<file path="config.mk">
export PLATFORM = sky130hd
export DESIGN_NAME = mov_wide_unit_flat
export DESIGN_NICKNAME = d
export VERILOG_FILES = /design/src/rtl/mov_wide_unit_if.sv /design/src/rtl/mov_wide_unit.sv /design/src/flat_wrapper.sv
export SDC_FILE = /design/constraint.sdc
export NUM_CORES = 1
export LEC_CHECK = 0
export CORE_ASPECT_RATIO = 0.7
export CORE_MARGIN = 1
export CORE_UTILIZATION = 30
export CTS_CLUSTER_SIZE = 14
export DETAILED_ROUTE_END_ITERATION = 7
export GPL_ROUTABILITY_DRIVEN = 0
export PLACE_DENSITY_LB_ADDON = 0.12
export SYNTH_ARGS = -nofsm -noshare
export SYNTH_HDL_FRONTEND = slang
export SYNTH_SLANG_ARGS = --single-unit
</file>
<file path="constraint.sdc">
create_clock -name clk -period 5.7 [get_ports clk]
set_clock_uncertainty 0.1 [all_clocks]
set_input_delay 1.14 -clock clk [delete_from_list [all_inputs] [get_ports clk]]
set_output_delay 1.14 -clock clk [all_outputs]
set_load 0.01 [all_outputs]
</file>
<file path="src/rtl/mov_wide_unit_if.sv">
// Handshake bundle for the move-wide unit: op request side (in_*) and result side (out_*).
// slave = the unit itself, master = whoever feeds ops and drains results.
interface mov_wide_unit_if #(
    parameter int DATA_W = 64,
    parameter int IMM_W  = 16,
    parameter int REG_W  = 5
);
    localparam int SHAMT_W = $clog2(DATA_W / IMM_W);

    logic                in_valid;
    logic                in_ready;
    logic [1:0]          in_op;
    logic [REG_W-1:0]    in_rd;
    logic [DATA_W-1:0]   in_rd_data;
    logic [IMM_W-1:0]    in_imm;
    logic [SHAMT_W-1:0]  in_shamt;

    logic                out_valid;
    logic                out_ready;
    logic [REG_W-1:0]    out_rd;
    logic [DATA_W-1:0]   out_data;
    logic                out_illegal;

    modport slave (
        input  in_valid, in_op, in_rd, in_rd_data, in_imm, in_shamt, out_ready,
        output in_ready, out_valid, out_rd, out_data, out_illegal
    );

    modport master (
        output in_valid, in_op, in_rd, in_rd_data, in_imm, in_shamt, out_ready,
        input  in_ready, out_valid, out_rd, out_data, out_illegal
    );
endinterface

</file>
<file path="src/rtl/mov_wide_unit.sv">
// Two-stage MOVZ/MOVK/MOVN execution unit with in-flight result forwarding
// into MOVK bases so constant-building chains issue back to back.

// One IMM_W-wide slice of the result; each instance owns slice IDX.
module mov_wide_slice #(
    parameter int IMM_W   = 16,
    parameter int SHAMT_W = 2,
    parameter int IDX     = 0
) (
    input  logic [1:0]         op,
    input  logic [SHAMT_W-1:0] shamt,
    input  logic [IMM_W-1:0]   imm,
    input  logic [IMM_W-1:0]   base,
    output logic [IMM_W-1:0]   res
);
    localparam logic [SHAMT_W-1:0] SEL = SHAMT_W'(IDX);

    logic             hit;
    logic [IMM_W-1:0] zval;

    assign hit  = (shamt == SEL);
    assign zval = hit ? imm : '0;

    always_comb begin
        res = '0;
        case (op)
            2'b00:   res = hit ? imm : base;
            2'b01:   res = zval;
            2'b10:   res = ~zval;
            default: res = '0;
        endcase
    end
endmodule

module mov_wide_unit #(
    parameter int DATA_W = 64,
    parameter int IMM_W  = 16,
    parameter int REG_W  = 5
) (
    input  logic clk,
    input  logic reset_n,
    input  logic flush,
    mov_wide_unit_if.slave io
);
    localparam int NSLICE  = DATA_W / IMM_W;
    localparam int SHAMT_W = $clog2(NSLICE);
    localparam logic [REG_W-1:0] ZR = '1;

    typedef struct packed {
        logic [1:0]         op;
        logic [REG_W-1:0]   rd;
        logic [DATA_W-1:0]  base;
        logic [IMM_W-1:0]   imm;
        logic [SHAMT_W-1:0] shamt;
    } s1_t;

    typedef struct packed {
        logic              illegal;
        logic              fwd;
        logic [REG_W-1:0]  rd;
        logic [DATA_W-1:0] data;
    } s2_t;

    // vld_pipe[1] = S1 valid, vld_pipe[2] = S2 valid
    logic [2:1]        vld_pipe_q, vld_pipe_d;
    s1_t               s1_q, s1_d;
    s2_t               s2_q, s2_d;

    logic              s1_adv, s2_adv;
    logic              s1_fwd;
    logic [DATA_W-1:0] s1_res;
    logic [DATA_W-1:0] base_sel;

    assign s2_adv      = !vld_pipe_q[2] || io.out_ready;
    assign s1_adv      = !vld_pipe_q[1] || s2_adv;
    assign io.in_ready = s1_adv;

    assign s1_fwd = (s1_q.op != 2'b11) && (s1_q.rd != ZR);

    for (genvar g = 0; g < NSLICE; g++) begin : g_slice
        mov_wide_slice #(
            .IMM_W  (IMM_W),
            .SHAMT_W(SHAMT_W),
            .IDX    (g)
        ) u_slice (
            .op   (s1_q.op),
            .shamt(s1_q.shamt),
            .imm  (s1_q.imm),
            .base (s1_q.base[g*IMM_W +: IMM_W]),
            .res  (s1_res[g*IMM_W +: IMM_W])
        );
    end

    // The op in S1 is always younger than S2, so it wins when both match.
    always_comb begin
        base_sel = io.in_rd_data;
        if (io.in_rd == ZR)
            base_sel = '0;
        else if (vld_pipe_q[1] && s1_adv && s1_fwd && (s1_q.rd == io.in_rd))
            base_sel = s1_res;
        else if (vld_pipe_q[2] && s2_q.fwd && (s2_q.rd == io.in_rd))
            base_sel = s2_q.data;
    end

    always_comb begin
        vld_pipe_d = vld_pipe_q;
        s1_d       = s1_q;
        s2_d       = s2_q;

        if (s1_adv) begin
            vld_pipe_d[1] = io.in_valid;
            if (io.in_valid) begin
                s1_d.op    = io.in_op;
                s1_d.rd    = io.in_rd;
                s1_d.base  = base_sel;
                s1_d.imm   = io.in_imm;
                s1_d.shamt = io.in_shamt;
            end
        end

        if (s2_adv) begin
            vld_pipe_d[2] = vld_pipe_q[1];
            if (vld_pipe_q[1]) begin
                s2_d.illegal = (s1_q.op == 2'b11);
                s2_d.fwd     = s1_fwd;
                s2_d.rd      = s1_q.rd;
                s2_d.data    = s1_res;
            end
        end

        if (flush)
            vld_pipe_d = '0;
    end

    always_ff @(posedge clk or negedge reset_n) begin
        if (!reset_n) begin
            vld_pipe_q <= '0;
            s1_q       <= '0;
            s2_q       <= '0;
        end else begin
            vld_pipe_q <= vld_pipe_d;
            s1_q       <= s1_d;
            s2_q       <= s2_d;
        end
    end

    assign io.out_valid   = vld_pipe_q[2];
    assign io.out_rd      = s2_q.rd;
    assign io.out_data    = s2_q.data;
    assign io.out_illegal = s2_q.illegal;
endmodule

</file>
<file path="src/flat_wrapper.sv">
// flat-port wrapper written by rule: the top's interface ports become plain ports
module mov_wide_unit_flat 
#(
    parameter int DATA_W = 64,
    parameter int IMM_W  = 16,
    parameter int REG_W  = 5
)
  (clk, reset_n, flush, io_in_valid, io_in_op, io_in_rd, io_in_rd_data, io_in_imm, io_in_shamt, io_out_ready, io_in_ready, io_out_valid, io_out_rd, io_out_data, io_out_illegal);
  mov_wide_unit_if #(.DATA_W(DATA_W), .IMM_W(IMM_W), .REG_W(REG_W)) io_i ();
  input  logic clk;
  input  logic reset_n;
  input  logic flush;
  input wire logic [$bits(io_i.in_valid)-1:0] io_in_valid;
  input wire logic [$bits(io_i.in_op)-1:0] io_in_op;
  input wire logic [$bits(io_i.in_rd)-1:0] io_in_rd;
  input wire logic [$bits(io_i.in_rd_data)-1:0] io_in_rd_data;
  input wire logic [$bits(io_i.in_imm)-1:0] io_in_imm;
  input wire logic [$bits(io_i.in_shamt)-1:0] io_in_shamt;
  input wire logic [$bits(io_i.out_ready)-1:0] io_out_ready;
  output wire logic [$bits(io_i.in_ready)-1:0] io_in_ready;
  output wire logic [$bits(io_i.out_valid)-1:0] io_out_valid;
  output wire logic [$bits(io_i.out_rd)-1:0] io_out_rd;
  output wire logic [$bits(io_i.out_data)-1:0] io_out_data;
  output wire logic [$bits(io_i.out_illegal)-1:0] io_out_illegal;
  assign io_i.in_valid = io_in_valid;
  assign io_i.in_op = io_in_op;
  assign io_i.in_rd = io_in_rd;
  assign io_i.in_rd_data = io_in_rd_data;
  assign io_i.in_imm = io_in_imm;
  assign io_i.in_shamt = io_in_shamt;
  assign io_i.out_ready = io_out_ready;
  assign io_in_ready = io_i.in_ready;
  assign io_out_valid = io_i.out_valid;
  assign io_out_rd = io_i.out_rd;
  assign io_out_data = io_i.out_data;
  assign io_out_illegal = io_i.out_illegal;
  mov_wide_unit #(.DATA_W(DATA_W), .IMM_W(IMM_W), .REG_W(REG_W)) u_core (.clk(clk), .reset_n(reset_n), .flush(flush), .io(io_i));
endmodule
</file>
==> impl_metrics.json <==
{
  "status": "complete, no violations",
  "synthMostInstantiatedCell": "dfrtp_1",
  "wl_per_cell_um": 21.8,
  "synth_cells": 883,
  "max-slew-margin-rel_pct": 23.4,
  "detail-route-antenna-nets": 0,
  "tritoncts": "built",
  "crit_fanout": 3,
  "drive_gt1_share_pct": 16.1,
  "grt_start_max_net_pins": 74,
  "cp-startpoint": "io_out_ready",
  "yosys_warnings": 0,
  "die-width_um": 212,
  "numPlacedInstances": 1306,
  "arrival_ns": 2.37,
  "final_cell_area_um2": 11300,
  "hold_violations": 0,
  "final_cells": 1338,
  "fin_util_pct": 37.5,
  "first_global_vias": 6830,
  "multi_input_area_um2": 4320,
  "cts-resized-gates": 0,
  "antenna_found_initial": 0,
  "rr_worst_depth": 6,
  "crit_path_end": "io_in_ready",
  "vdd_drop_max_v": 0.000168,
  "hp-class": "reg -> reg",
  "overflow": 0,
  "seq_area_um2": 4060,
  "clock_sinks": 162,
  "max_cap_viol_count": 0,
  "fin_crit_sh_pct": 63.3,
  "synth.avg_cell_area_um2": 10.5,
  "p_leak_nw": 5.00,
  "clkLatencyLatePin_ns": 0.44,
  "die_y_um": 149,
  "synth_cell_types": 34,
  "cts_htree_levels": 4,
  "wl_met3_um": 1500,
  "wl_met1_um": 14400,
  "dr.pass1.iters": 5,
  "area_growth_pct": 21.9,
  "ys.flop_type": "dfrtp_1",
  "ios": 166,
  "ys_top_cells_by_count": "dfrtp_1, mux2_2, buf_4",
  "grt_use_total_pct": 18.7,
  "antenna_cells": 0,
  "slew_violations": 0,
  "final_nets": 1007,
  "synth_area_leaders": "dfrtp_1, mux2_2, mux2i_1, a32oi_1, buf_4",
  "core_area_um2": 30200,
  "die_area_um2": 31700,
  "setup_tns_ns": 0,
  "clock_path_buffers": 2,
  "highest_layer": "met4",
  "dr_wl_met2_um": 13100,
  "finalCriticalPeriod_ns": 3.61,
  "cp-start-kind": "primary input",
  "start_util_pct": 30.7,
  "r2r_end": "u_core.s1_q[70]",
  "ys_ff_latch": 162,
  "p_int_mw": 2.80,
  "power.total_mw": 3.98,
  "cp-end-kind": "primary output",
  "async_flop_share_pct": 100,
  "ff2ff_setup_slack_ns": 2.80,
  "yosysTopAreaCell": "dfrtp_1",
  "clk_transition_reported_paths_ns": 0.07,
  "cts_buffers": 17,
  "drc": 0,
  "power_density_nw_per_um2": 351,
  "p_switching_mw": 1.18,
  "syn_area_um2": 9290,
  "drt-total-wl_um": 29100,
  "rows": 53,
  "portBuffers": 165,
  "drt_iter0_drc": 506,
  "setup-violations-final": 0,
  "worst_slew_pin_slew_ns": 1.14,
  "viasPerCell": 5.18,
  "postPlaceCellArea_um2": 10700,
  "ys_seq_area_share_pct": 43.6,
  "combPwrFrac_pct": 26.4,
  "synth-edff-count": 0,
  "synth_top_area_share_pct": 43.6,
  "max_freq_mhz": 277,
  "synth_nets": 977,
  "switching_share_pct": 29.6,
  "ctsHoldBuffers": 0,
  "power_frac_clock_pct": 33.6,
  "n_fill_cell": 3061,
  "cp.required_ns": 4.46,
  "clock-root-buffer": "clkbuf_16",
  "grt_pass1_wl_um": 43800,
  "seqPwrFrac_pct": 40.0,
  "vias": 6927,
  "rsz0062_at_grt": "no",
  "post_cts_buffers": 0,
  "timing.rr.start": "u_core.s1_q[87]",
  "dpl.hpwl_um": 17800,
  "path_class": "in -> out"
}
-- final cells by class --
| class | count | share of cell area (%) |
|---|---|---|
| timing repair buffer | 178 | 15.6 |
| inverter | 2 | 0.0663 |
| sequential | 162 | 35.8 |
| tap | 412 | 4.55 |
| clock buffer | 23 | 4.13 |
| multi-input combinational | 552 | 38.1 |
| clock inverter | 9 | 1.78 |
-- cell usage in the layout (no fill, tap or decap), types with 2 or more instances in the layout --
cell type / netlist / routed
a211o_1: 32 / 32
a21o_1: 32 / 32
a21oi_1: 34 / 34
a32oi_1: 64 / 64
buf_4: 71 / 12
bufinv_16: 0 / 6
clkbuf_1: 48 / 4
clkbuf_16: 0 / 17
clkbuf_8: 0 / 2
clkdlybuf4s50_1: 0 / 164
dfrtp_1: 162 / 161
inv_1: 2 / 2
mux2_2: 94 / 94
mux2i_1: 64 / 64
nand2_1: 70 / 68
nand2_4: 0 / 2
nand2b_1: 5 / 3
nand2b_2: 0 / 2
nand4_1: 2 / 2
nor2b_1: 2 / 2
nor3b_1: 32 / 32
nor3b_2: 2 / 2
o211ai_1: 32 / 32
o21ai_0: 56 / 56
o21ai_1: 11 / 11
xnor2_1: 5 / 5
xor2_1: 5 / 5
-- metal layers --
layer,vias up,global-route usage [%]
met4,0,3.78
met3,18,3.09
met2,184,28.6
li1,3245,-
met1,3480,27.6
met5,-,0
-- cell families after synthesis --
kind of cell | share of synthesized area (%)
xor gates and xnor gates | 0.942
AOI/OAI and AO/OA | 19.7
and+or+nand+nor | 6.96
muxes | 18.3
DFF | 43.6
buffers and inverters | 10.5
-- critical path, stage by stage --
cell             delay [ns]
clkdlybuf4s50_1        0.46
nand3b_1               0.19
clkdlybuf4s50_1        0.58
-- power by group through the flow --
stage / Sequential (mW) / Combinational [mW] / Clock, mW
floorplan: 1.49 / 0.799 / 0
global placement: 1.61 / 1.05 / 0
detailed placement: 1.61 / 1.06 / 0
CTS: 1.59 / 1.07 / 1.37
global route: 1.62 / 1.14 / 1.41
finish: 1.59 / 1.05 / 1.34
-- flip-flops by register name, indices dropped and copies added (netlist names) --
name / count
u_core.vld_pipe_q: 2
u_core.io.out_data: 64
u_core.s1_q: 89
u_core.io.out_rd: 5
u_core.s2_q: 1
u_core.io.out_illegal: 1
-- stage by stage --
step                      hold slack, ns  worst slack, ns
after floorplan                    0.349             3.11
after global placement             0.368             1.90
after detailed placement           0.375             1.83
after CTS                          0.390             2.10
after global routing               0.410             2.03
final                              0.383             2.09
-- worst min-delay path by stage --
| stage | start | end | slack (ns) | cells after the start |
|---|---|---|---|---|
| 2_1_floorplan | u_core.s2_q[69] | u_core.s2_q[69] | 0.35 | 2 |
| 3_3_place_gp | u_core.io.out_illegal | u_core.io.out_illegal | 0.37 | 2 |
| 3_5_place_dp | u_core.io.out_illegal | u_core.io.out_illegal | 0.37 | 2 |
| 4_1_cts | u_core.io.out_illegal | u_core.io.out_illegal | 0.39 | 2 |
| 5_1_grt | u_core.s1_q[19] | u_core.s1_q[19] | 0.41 | 2 |
| 6_report | u_core.io.out_illegal | u_core.io.out_illegal | 0.38 | 2 |
No activity file was read; power rests on OpenSTA's default activity.
